--- src/rtl/key_step_debounce.sv ---
// Push-button conditioner: synchronises and debounces an active-low key into a
// clean level plus one-cycle step strobes (with optional auto-repeat), and
// synchronises the direction switch onto the same clock.
module key_step_debounce #(
  parameter int DEBOUNCE_CYCLES = 1000000,
  parameter int REPEAT_EN       = 1,
  parameter int REPEAT_DELAY    = 25000000,
  parameter int REPEAT_PERIOD   = 5000000
) (
  input  logic clk,
  input  logic reset,
  input  logic key0,
  input  logic sw0,
  output logic key_level,
  output logic key_pulse,
  output logic sw0_sync
);

  localparam int MAX_AB = (DEBOUNCE_CYCLES > REPEAT_DELAY) ? DEBOUNCE_CYCLES : REPEAT_DELAY;
  localparam int MAX_P  = (MAX_AB > REPEAT_PERIOD) ? MAX_AB : REPEAT_PERIOD;
  localparam int CW     = (MAX_P > 2) ? $clog2(MAX_P) : 1;

  localparam logic [CW-1:0] DB_LAST  = CW'(DEBOUNCE_CYCLES - 1);
  localparam logic [CW-1:0] RD_LAST  = CW'(REPEAT_DELAY - 1);
  localparam logic [CW-1:0] RP_LAST  = CW'(REPEAT_PERIOD - 1);
  localparam logic [CW-1:0] CNT_SAT  = '1;

  typedef enum logic [1:0] {IDLE, HELD, REPEAT} state_t;

  // Synchronisers. The key chain stores the inverted level so a cleared
  // chain reads as "not pressed".
  logic key_s1_q, key_s2_q;
  logic sw_s1_q,  sw_s2_q;

  always_ff @(posedge clk) begin
    if (reset) begin
      key_s1_q <= 1'b0;
      key_s2_q <= 1'b0;
      sw_s1_q  <= 1'b0;
      sw_s2_q  <= 1'b0;
    end else begin
      key_s1_q <= ~key0;
      key_s2_q <= key_s1_q;
      sw_s1_q  <= sw0;
      sw_s2_q  <= sw_s1_q;
    end
  end

  assign sw0_sync = sw_s2_q;

  // Debounce: accept a new level only after it has disagreed with the
  // current one for DEBOUNCE_CYCLES consecutive cycles.
  logic          level_q, level_d;
  logic [CW-1:0] db_cnt_q, db_cnt_d;

  always_comb begin
    level_d  = level_q;
    db_cnt_d = '0;
    if (key_s2_q != level_q) begin
      if (db_cnt_q == DB_LAST) begin
        level_d  = key_s2_q;
        db_cnt_d = '0;
      end else if (db_cnt_q != CNT_SAT) begin
        db_cnt_d = db_cnt_q + CW'(1);
      end else begin
        db_cnt_d = db_cnt_q;
      end
    end
  end

  always_ff @(posedge clk) begin
    if (reset) begin
      level_q  <= 1'b0;
      db_cnt_q <= '0;
    end else begin
      level_q  <= level_d;
      db_cnt_q <= db_cnt_d;
    end
  end

  assign key_level = level_q;

  // Pulse FSM looks at the next level so the press strobe lands on the same
  // edge as key_level, and a release on a repeat edge suppresses the strobe.
  state_t        state_q, state_d;
  logic [CW-1:0] rep_cnt_q, rep_cnt_d;
  logic          pulse_q, pulse_d;
  logic          rise;
  logic [CW-1:0] rep_inc;

  assign rise    = level_d & ~level_q;
  assign rep_inc = (rep_cnt_q == CNT_SAT) ? rep_cnt_q : rep_cnt_q + CW'(1);

  always_comb begin
    state_d   = state_q;
    pulse_d   = 1'b0;
    rep_cnt_d = rep_inc;
    case (state_q)
      IDLE: begin
        rep_cnt_d = '0;
        if (rise) begin
          pulse_d = 1'b1;
          state_d = HELD;
        end
      end
      HELD: begin
        if (!level_d) begin
          state_d   = IDLE;
          rep_cnt_d = '0;
        end else if ((REPEAT_EN != 0) && (rep_cnt_q == RD_LAST)) begin
          pulse_d   = 1'b1;
          state_d   = REPEAT;
          rep_cnt_d = '0;
        end
      end
      REPEAT: begin
        if (!level_d) begin
          state_d   = IDLE;
          rep_cnt_d = '0;
        end else if (rep_cnt_q == RP_LAST) begin
          pulse_d   = 1'b1;
          rep_cnt_d = '0;
        end
      end
      default: begin
        state_d   = IDLE;
        rep_cnt_d = '0;
      end
    endcase
  end

  always_ff @(posedge clk) begin
    if (reset) begin
      state_q   <= IDLE;
      rep_cnt_q <= '0;
      pulse_q   <= 1'b0;
    end else begin
      state_q   <= state_d;
      rep_cnt_q <= rep_cnt_d;
      pulse_q   <= pulse_d;
    end
  end

  assign key_pulse = pulse_q;

endmodule
--- config.mk ---
export PLATFORM = sky130hd
export DESIGN_NAME = key_step_debounce
export DESIGN_NICKNAME = d
export VERILOG_FILES = /design/src/rtl/key_step_debounce.sv
export SDC_FILE = /design/constraint.sdc
export NUM_CORES = 1
export LEC_CHECK = 0
export BUFFER_PORTS_ARGS = -buffer_cell sky130_fd_sc_hd__buf_4
export CORE_MARGIN = 10
export CORE_UTILIZATION = 62
export CTS_CLUSTER_DIAMETER = 30
export DETAILED_ROUTE_END_ITERATION = 7
export GPL_ROUTABILITY_DRIVEN = 0
export MAX_ROUTING_LAYER = met4
export PLACE_DENSITY = 0.79
export SKIP_LAST_GASP = 1
export SYNTH_ARGS = -nofsm -noshare
export SYNTH_HDL_FRONTEND = slang
export SYNTH_SLANG_ARGS = --single-unit
--- constraint.sdc ---
create_clock -name clk -period 3.15 [get_ports clk]
set_input_delay 0.63 -clock clk [delete_from_list [all_inputs] [get_ports clk]]
set_output_delay 0.63 -clock clk [all_outputs]
set_load 0.005 [all_outputs]
==> results of run 1 <==
==> metal layers <==
metal / up-vias / track usage [%] / wire (um)
li1: 1345 / - / -
met1: 1267 / 17.1 / 2700
met2: 52 / 27.1 / 3130
met3: 23 / 4.57 / 244
met4: 0 / 10.5 / 217
met5: - / - / 0
==> worst max-delay path: cells and delay by family (launching register included) <==
kind               cells  cell delay, ns
AOI/OAI and AO/OA      2            0.77
DFF                    1            0.37
and+or+nand+nor        3            1.18
==> metrics by stage <==
stage	util (%)	std cells	setup WS, ns	instance area (um^2)
final	69.3	438	0.673	3270
after global routing	69.3	438	0.518	3270
after CTS	69.3	438	0.690	3270
after detailed placement	65.7	422	0.693	3100
after global placement	65.7	422	0.827	3100
after floorplan	-	360	0.979	3030
==> cells in the final DEF (no fill, tap or decap), types with 2 or more instances in the layout <==
cell	count
a211oi_1	6
a21oi_1	28
a31oi_1	4
and2_1	4
and3_1	10
and4_1	5
and4_4	4
buf_4	10
clkbuf_8	10
clkinv_2	3
clkinvlp_4	2
dfxtp_1	58
ha_1	6
inv_1	8
nand2_1	26
nand3_1	21
nand4_1	14
nand4b_1	3
nor2_1	40
nor2b_1	5
nor3_1	7
nor4_1	6
nor4_2	2
o2111ai_1	2
o211ai_1	2
o21ai_0	12
o31ai_1	6
or2_2	2
or3_1	10
or4_1	9
or4bb_1	2
xnor2_1	23
xor2_1	5
==> area by class of cell <==
class / instances / area share [%]
inverters: 8 / 0.917
clock buffers: 11 / 4.32
flip-flops and latches: 58 / 35.5
clock inverters: 5 / 0.917
multi-input cells: 279 / 53.5
repair buffers: 10 / 2.29
well taps: 67 / 2.56
==> power groups by stage <==
stage	clock network [uW]	registers, uW	logic [uW]
final	597	737	11.6
after detailed placement	0	754	11.8
after floorplan	0	754	5.65
after global placement	0	754	11.4
after CTS	611	737	11.8
after global routing	633	737	13.0
==> state kept, by name, summed over array words and instances, names as in the netlist <==
register / flops
key_level: 1
sw0_sync: 1
db_cnt_q: 25
key_s1_q: 1
sw_s1_q: 1
rep_cnt_q: 25
key_pulse: 1
state_q: 2
key_s2_q: 1
==> cells by family (layout without fill, tap and decap cells) <==
family,after synthesis,in the layout
compound gates,69,69
xor+xnor,28,28
fa+ha+maj,6,6
buf+inv,23,34
flops,58,58
mux,1,1
simple gates,175,175
==> worst max-delay path by stage <==
stage | end | depth (start not counted) | start
6_report | rep_cnt_q[20] | 5 | rep_cnt_q[10]
3_3_place_gp | rep_cnt_q[13] | 5 | rep_cnt_q[10]
4_1_cts | rep_cnt_q[10] | 5 | rep_cnt_q[10]
2_1_floorplan | db_cnt_q[21] | 7 | db_cnt_q[0]
5_1_grt | rep_cnt_q[10] | 5 | rep_cnt_q[10]
3_5_place_dp | rep_cnt_q[10] | 5 | rep_cnt_q[10]
==> results by group, run 1 <==
Run status
  • Status: completed

Placement
  • DP Wirelength: 4400 um
  • Port-buffer cells: 6

Power
  • VDD IR-drop max: 0.325 mV
  • Power density cells: 411 mW/mm^2
  • Leak: 0.000963 uW
  • Logic pwr share: 0.9%
  • Part of the power in the clock network: 44.3%
  • Switching Share: 22.5%
  • Switching pwr: 302 uW
  • Flop pwr share: 54.8%
  • Internal: 1040 uW
  • Overall Power: 1350 uW

Synthesis
  • Share of the synthesized area in the top cell type: 38.4%
  • Yosys reg bits: 58
  • Top cell types by occurrence after synthesis: dfxtp_1 (58), nor2_1 (40), a21oi_1 (28)
  • Mux cell area share after synthesis: 0.331%
  • Avg Cell Area, Syn: 8.40 um^2
  • Post-Syn Nets: 370
  • Compound-Gate Fraction of Synth Area: 14.4%
  • Share of synthesized registers carrying an async set or reset: 0%
  • Count leader, synth: dfxtp_1
  • EDFF count, synth: 0
  • Seq/Total Area, Yosys: 38.4%
  • Cell taking the most area after synthesis: dfxtp_1
  • Area contributors post-synth: dfxtp_1 (38%), xnor2_1 (6.7%), nor2_1 (5.0%)
  • Synth Area in XOR/XNOR: 8.11%
  • Largest family of logic cells by synthesized area: simple AND/OR/NAND/NOR gates
  • Post-synth cell types: 47
  • Post-synthesis simple-gate area fraction: 32.5%
  • Primary FF master, synth: dfxtp_1
  • Mapped cell area: 0.00303 mm^2
  • Synth Instances: 360
  • Ys Warns: 0
  • Adder-cell share of the synthesized area: 2.48%

Final layout
  • # diodes: 0
  • Filler cells: 379
  • P&R area growth vs syn: 8.19%
  • Proportion of layout cells with a drive suffix above 1: 9.43%
  • Area occupied by registers: 0.00116 mm^2
  • Area of the multi-input gates: 0.00175 mm^2
  • Final #Nets: 376

Setup path
  • Critical path type: register to register
  • CP peak stage delay: 0.56 ns
  • Worst Setup Start Kind: register
  • Worst Path Required: 3.35 ns
  • Reg2Reg Setup Slack: 0.67 ns
  • Worst path slowest cell: o22ai_4
  • Worst Reg2Reg Path Length in Cells: 5
  • Crit path DAT: 2.68 ns
  • Critical-path cell list: or4b_1, nor4_2, a21oi_1, o22ai_4, nor2_1
  • R2R Path Start: rep_cnt_q[10]
  • Critical Path Sink Type: register
  • Crit-path max FO: 25
  • Endpoint of the worst-slack reg-to-reg timing path: rep_cnt_q[20]

Detailed routing
  • WL final: 6300 um
  • Drt pass-1 iters: 4
  • Vias per cell: 6.13
  • Wire per inst: 14.4 um
  • DRC errors left: 0
  • Initial DRC count: 118
  • Via count: 2687
  • ANT nets after route: 0

Clocking
  • Clk_lat worst skew: 0.34 ns
  • Clock Path Buffers: 2
  • Clock transition at path regs: 0.07 ns
  • H-tree depth: 3
  • TritonCTS Buffers: 9
  • TritonCTS clock tree: built
  • PostCTS Resize Cnt: 0
  • Clk sinks: 58
  • Cts hold-fix bufs: 0
  • Post-CTS Setup Repair Bufs: 0
  • Root Driver: clkbuf_8

Job
  • Total of max-cap violations: 0

Timing
  • Peak Freq: 404 MHz
  • Hold Fails Final Rpt: 0
  • Slew headroom: 40.1%
  • Fin Hold WS: 0.431 ns
  • Fin. max-slew vios: 0
  • Fin crit period: 2.48 ns
  • Clock skew: 0.0100 ns
  • RSZ-0062 raised after global routing: false
  • Slew @ Worst Pin: 0.892 ns
  • Setup Viol. Count Final: 0
  • Tcrit/Tclk final: 78.6%
  • Setup tns final: 0 ns

Hold path
  • Hold worst-path end: key_s1_q
  • HP Start: key0
  • Hold Crit Class: primary input to register
  • WHS Path Cells: 2

Global routing
  • Largest net degree at the start of global routing: 26
  • Vias in the first global route: 2568
  • Global-route wire length before repair: 11100 um
  • Total GRT Usage: 16.5%
  • Grt total ovfl: 0
  • Initial antenna violation count: 0

Floorplan
  • DIE AREA: 0.00807 mm^2
  • Die width: 89.9 um
  • Cell row count: 25
  • Core box area: 0.00472 mm^2
  • Starting Density: 64.1%
  • # IOs: 7
  • Die Span Y: 89.9 um
No activity file was read; power rests on OpenSTA's default activity.
==> inputs of run 2 (changes only) <==
ABC_AREA = 1   (was not set)
CORE_UTILIZATION = 57   (was 62)
PLACE_DENSITY = 0.76   (was 0.79)
clock period = 2.15 ns   (was 3.15 ns; I/O delays follow)
==> run 2 against run 1 <==
Effect of this change: global-route usage up 0.74 points; critical path depth up 7; flip-flop and latch count unchanged; total power up 55%; clock skew down 0.0026 ns; synthesized area up 20%; critical path type unchanged; critical endpoint is now rep_cnt_q[21]; largest power group unchanged.
==> results by group, run 2 <==
Setup path
  • Worst Path Required: 2.37 ns
  • CP peak stage delay: 0.39 ns
  • Worst path slowest cell: dfxtp_1
  • Bufs and invs on worst path: 2
  • Most frequent CP cell: nor2_4
  • Critical-path cell list: ha_1, inv_1, nor2_4, nand2_4, nor2_4, nand3_1, and2_4, nand3_2, nand2_2, nand3_4, buf_12, nor2_1
  • CP delay by family, top: simple AND/OR/NAND/NOR gates
  • Crit path DAT: 2.17 ns
  • Critical Path Sink Type: register
  • Worst Setup Start Kind: register
  • Critical path type: register to register
  • Crit-path max FO: 13

Timing
  • Fin Hold WS: 0.239 ns
  • Fin. max-slew vios: 0
  • RSZ-0062 raised after global routing: false
  • Slew headroom: 67.8%
  • Peak Freq: 514 MHz
  • Setup tns final: 0 ns
  • Fin crit period: 1.95 ns
  • Setup Viol. Count Final: 0
  • Hold Fails Final Rpt: 0
  • Slew @ Worst Pin: 0.480 ns
  • Clock skew: 0.00744 ns
  • Tcrit/Tclk final: 90.6%

Clocking
  • Post-CTS Setup Repair Bufs: 0
  • Clk_lat worst skew: 0.34 ns
  • Root Driver: clkbuf_8
  • PostCTS Resize Cnt: 0
  • Clk sinks: 58
  • TritonCTS Buffers: 9
  • TritonCTS clock tree: built
  • H-tree depth: 3
  • Clock Path Buffers: 2
  • Cts hold-fix bufs: 0
  • Clock transition at path regs: 0.06 ns

Synthesis
  • Primary FF master, synth: dfxtp_1
  • Avg Cell Area, Syn: 6.71 um^2
  • Synth Instances: 539
  • Mapped cell area: 0.00362 mm^2
  • Area contributors post-synth: dfxtp_1 (32%), nand2_1 (12%), inv_1 (9.1%)
  • Ys Warns: 0
  • Post-synth cell types: 33
  • EDFF count, synth: 0
  • Share of synthesized registers carrying an async set or reset: 0%
  • Share of the synthesized area in the top cell type: 32.1%
  • Count leader, synth: nand2_1
  • Post-Syn Nets: 549
  • Yosys reg bits: 58
  • Cell taking the most area after synthesis: dfxtp_1
  • Seq/Total Area, Yosys: 32.1%
  • Top cell types by occurrence after synthesis: nand2_1 (112), inv_1 (88), nor2_1 (66)

Detailed routing
  • Wire length on met2: 3470 um
  • Wire length on met1: 4000 um
  • Vias per cell: 5.37
  • Highest routing layer actually used: met4
  • Via count: 3416
  • DRC errors left: 0
  • WL final: 8220 um
  • ANT nets after route: 0
  • Wire per inst: 12.9 um
  • Drt pass-1 iters: 8
  • Met3 wire len: 623 um
  • Initial DRC count: 299

Global routing
  • Vias in the first global route: 3117
  • Global-route wire length before repair: 14100 um
  • Initial antenna violation count: 0
  • Largest net degree at the start of global routing: 16
  • Total GRT Usage: 17.2%
  • Grt total ovfl: 0

Power
  • Overall Power: 2090 uW
  • VDD IR-drop max: 0.318 mV
  • Power density cells: 525 mW/mm^2
  • Leak: 0.00163 uW

Floorplan
  • Starting Density: 60.0%
  • Core box area: 0.00603 mm^2
  • DIE AREA: 0.00994 mm^2
  • Cell row count: 28
  • Die width: 99.7 um
  • Die Span Y: 99.7 um
  • # IOs: 7

Final layout
  • Proportion of layout cells with a drive suffix above 1: 14.8%
  • Fin area: 0.00398 mm^2
  • Final #Nets: 567
  • Largest registers: db_cnt_q (25), rep_cnt_q (25), state_q (2)
  • Finished Layout Cells: 636
  • Most frequent cells in the layout: nand2_1 (112), inv_1 (88), nor2_1 (66)
  • # diodes: 0
  • Most common cell after layout, fill and taps aside: nand2_1
  • P&R area growth vs syn: 9.85%

Run status
  • Status: completed

Placement
  • DP Wirelength: 6250 um
  • Port-buffer cells: 6
  • Placed Cells incl. Taps: 621
  • Dpl cell area: 0.00378 mm^2

Job
  • Total of max-cap violations: 0

Hold path
  • Hold Crit Class: primary input to register
## run 2: cell families (layout without fill, tap and decap cells)
group	count (synthesis)	in the layout	share of synthesized area [%]
compound gates	39	39	5.64
xor+xnor	21	21	5.08
fa+ha+maj	6	6	2.07
buf+inv	104	126	11.8
flops	58	58	32.1
mux	1	1	0.277
simple gates	310	310	43.1
## run 2: area by class of cell
class | count | area, um^2
inverters | 97 | 364
multi-input cells | 377 | 2040
clock buffers | 13 | 179
well taps | 75 | 93.8
fillers | 546 | 2050
clock inverters | 2 | 10.0
flip-flops and latches | 58 | 1160
repair buffers | 14 | 130
## run 2: stage by stage
stage	util, %	worst slack [ns]
final	66.0	0.203
after global placement	62.7	0.279
after global routing	66.0	0.0188
after floorplan	-	0.367
after CTS	65.9	0.200
after detailed placement	62.7	0.207
## run 2: path summary, 6_finish.rpt
kind          startpoint       endpoint  slack, ns  depth (start not counted)
max          db_cnt_q[0]  rep_cnt_q[21]       0.20                         12
min                 key0       key_s1_q       0.24                          2
max reg2reg  db_cnt_q[0]  rep_cnt_q[21]       0.20                         12
min reg2reg     key_s1_q       key_s2_q       0.41                          2
## run 2: report_power, final
part / switching [uW] / internal, uW / leakage, uW / total (uW)
combinational: 23.9 / 17.0 / 0.00106 / 40.9
clock: 428 / 534 / 0.000101 / 962
sequential: 3.80 / 1080 / 0.000468 / 1080
## run 2: layer usage
| layer | vias up | GRT usage (%) |
|---|---|---|
| met5 | - | - |
| met4 | 0 | 6.39 |
| met3 | 19 | 3.04 |
| met2 | 122 | 24.2 |
| met1 | 1552 | 23.8 |
| li1 | 1723 | - |
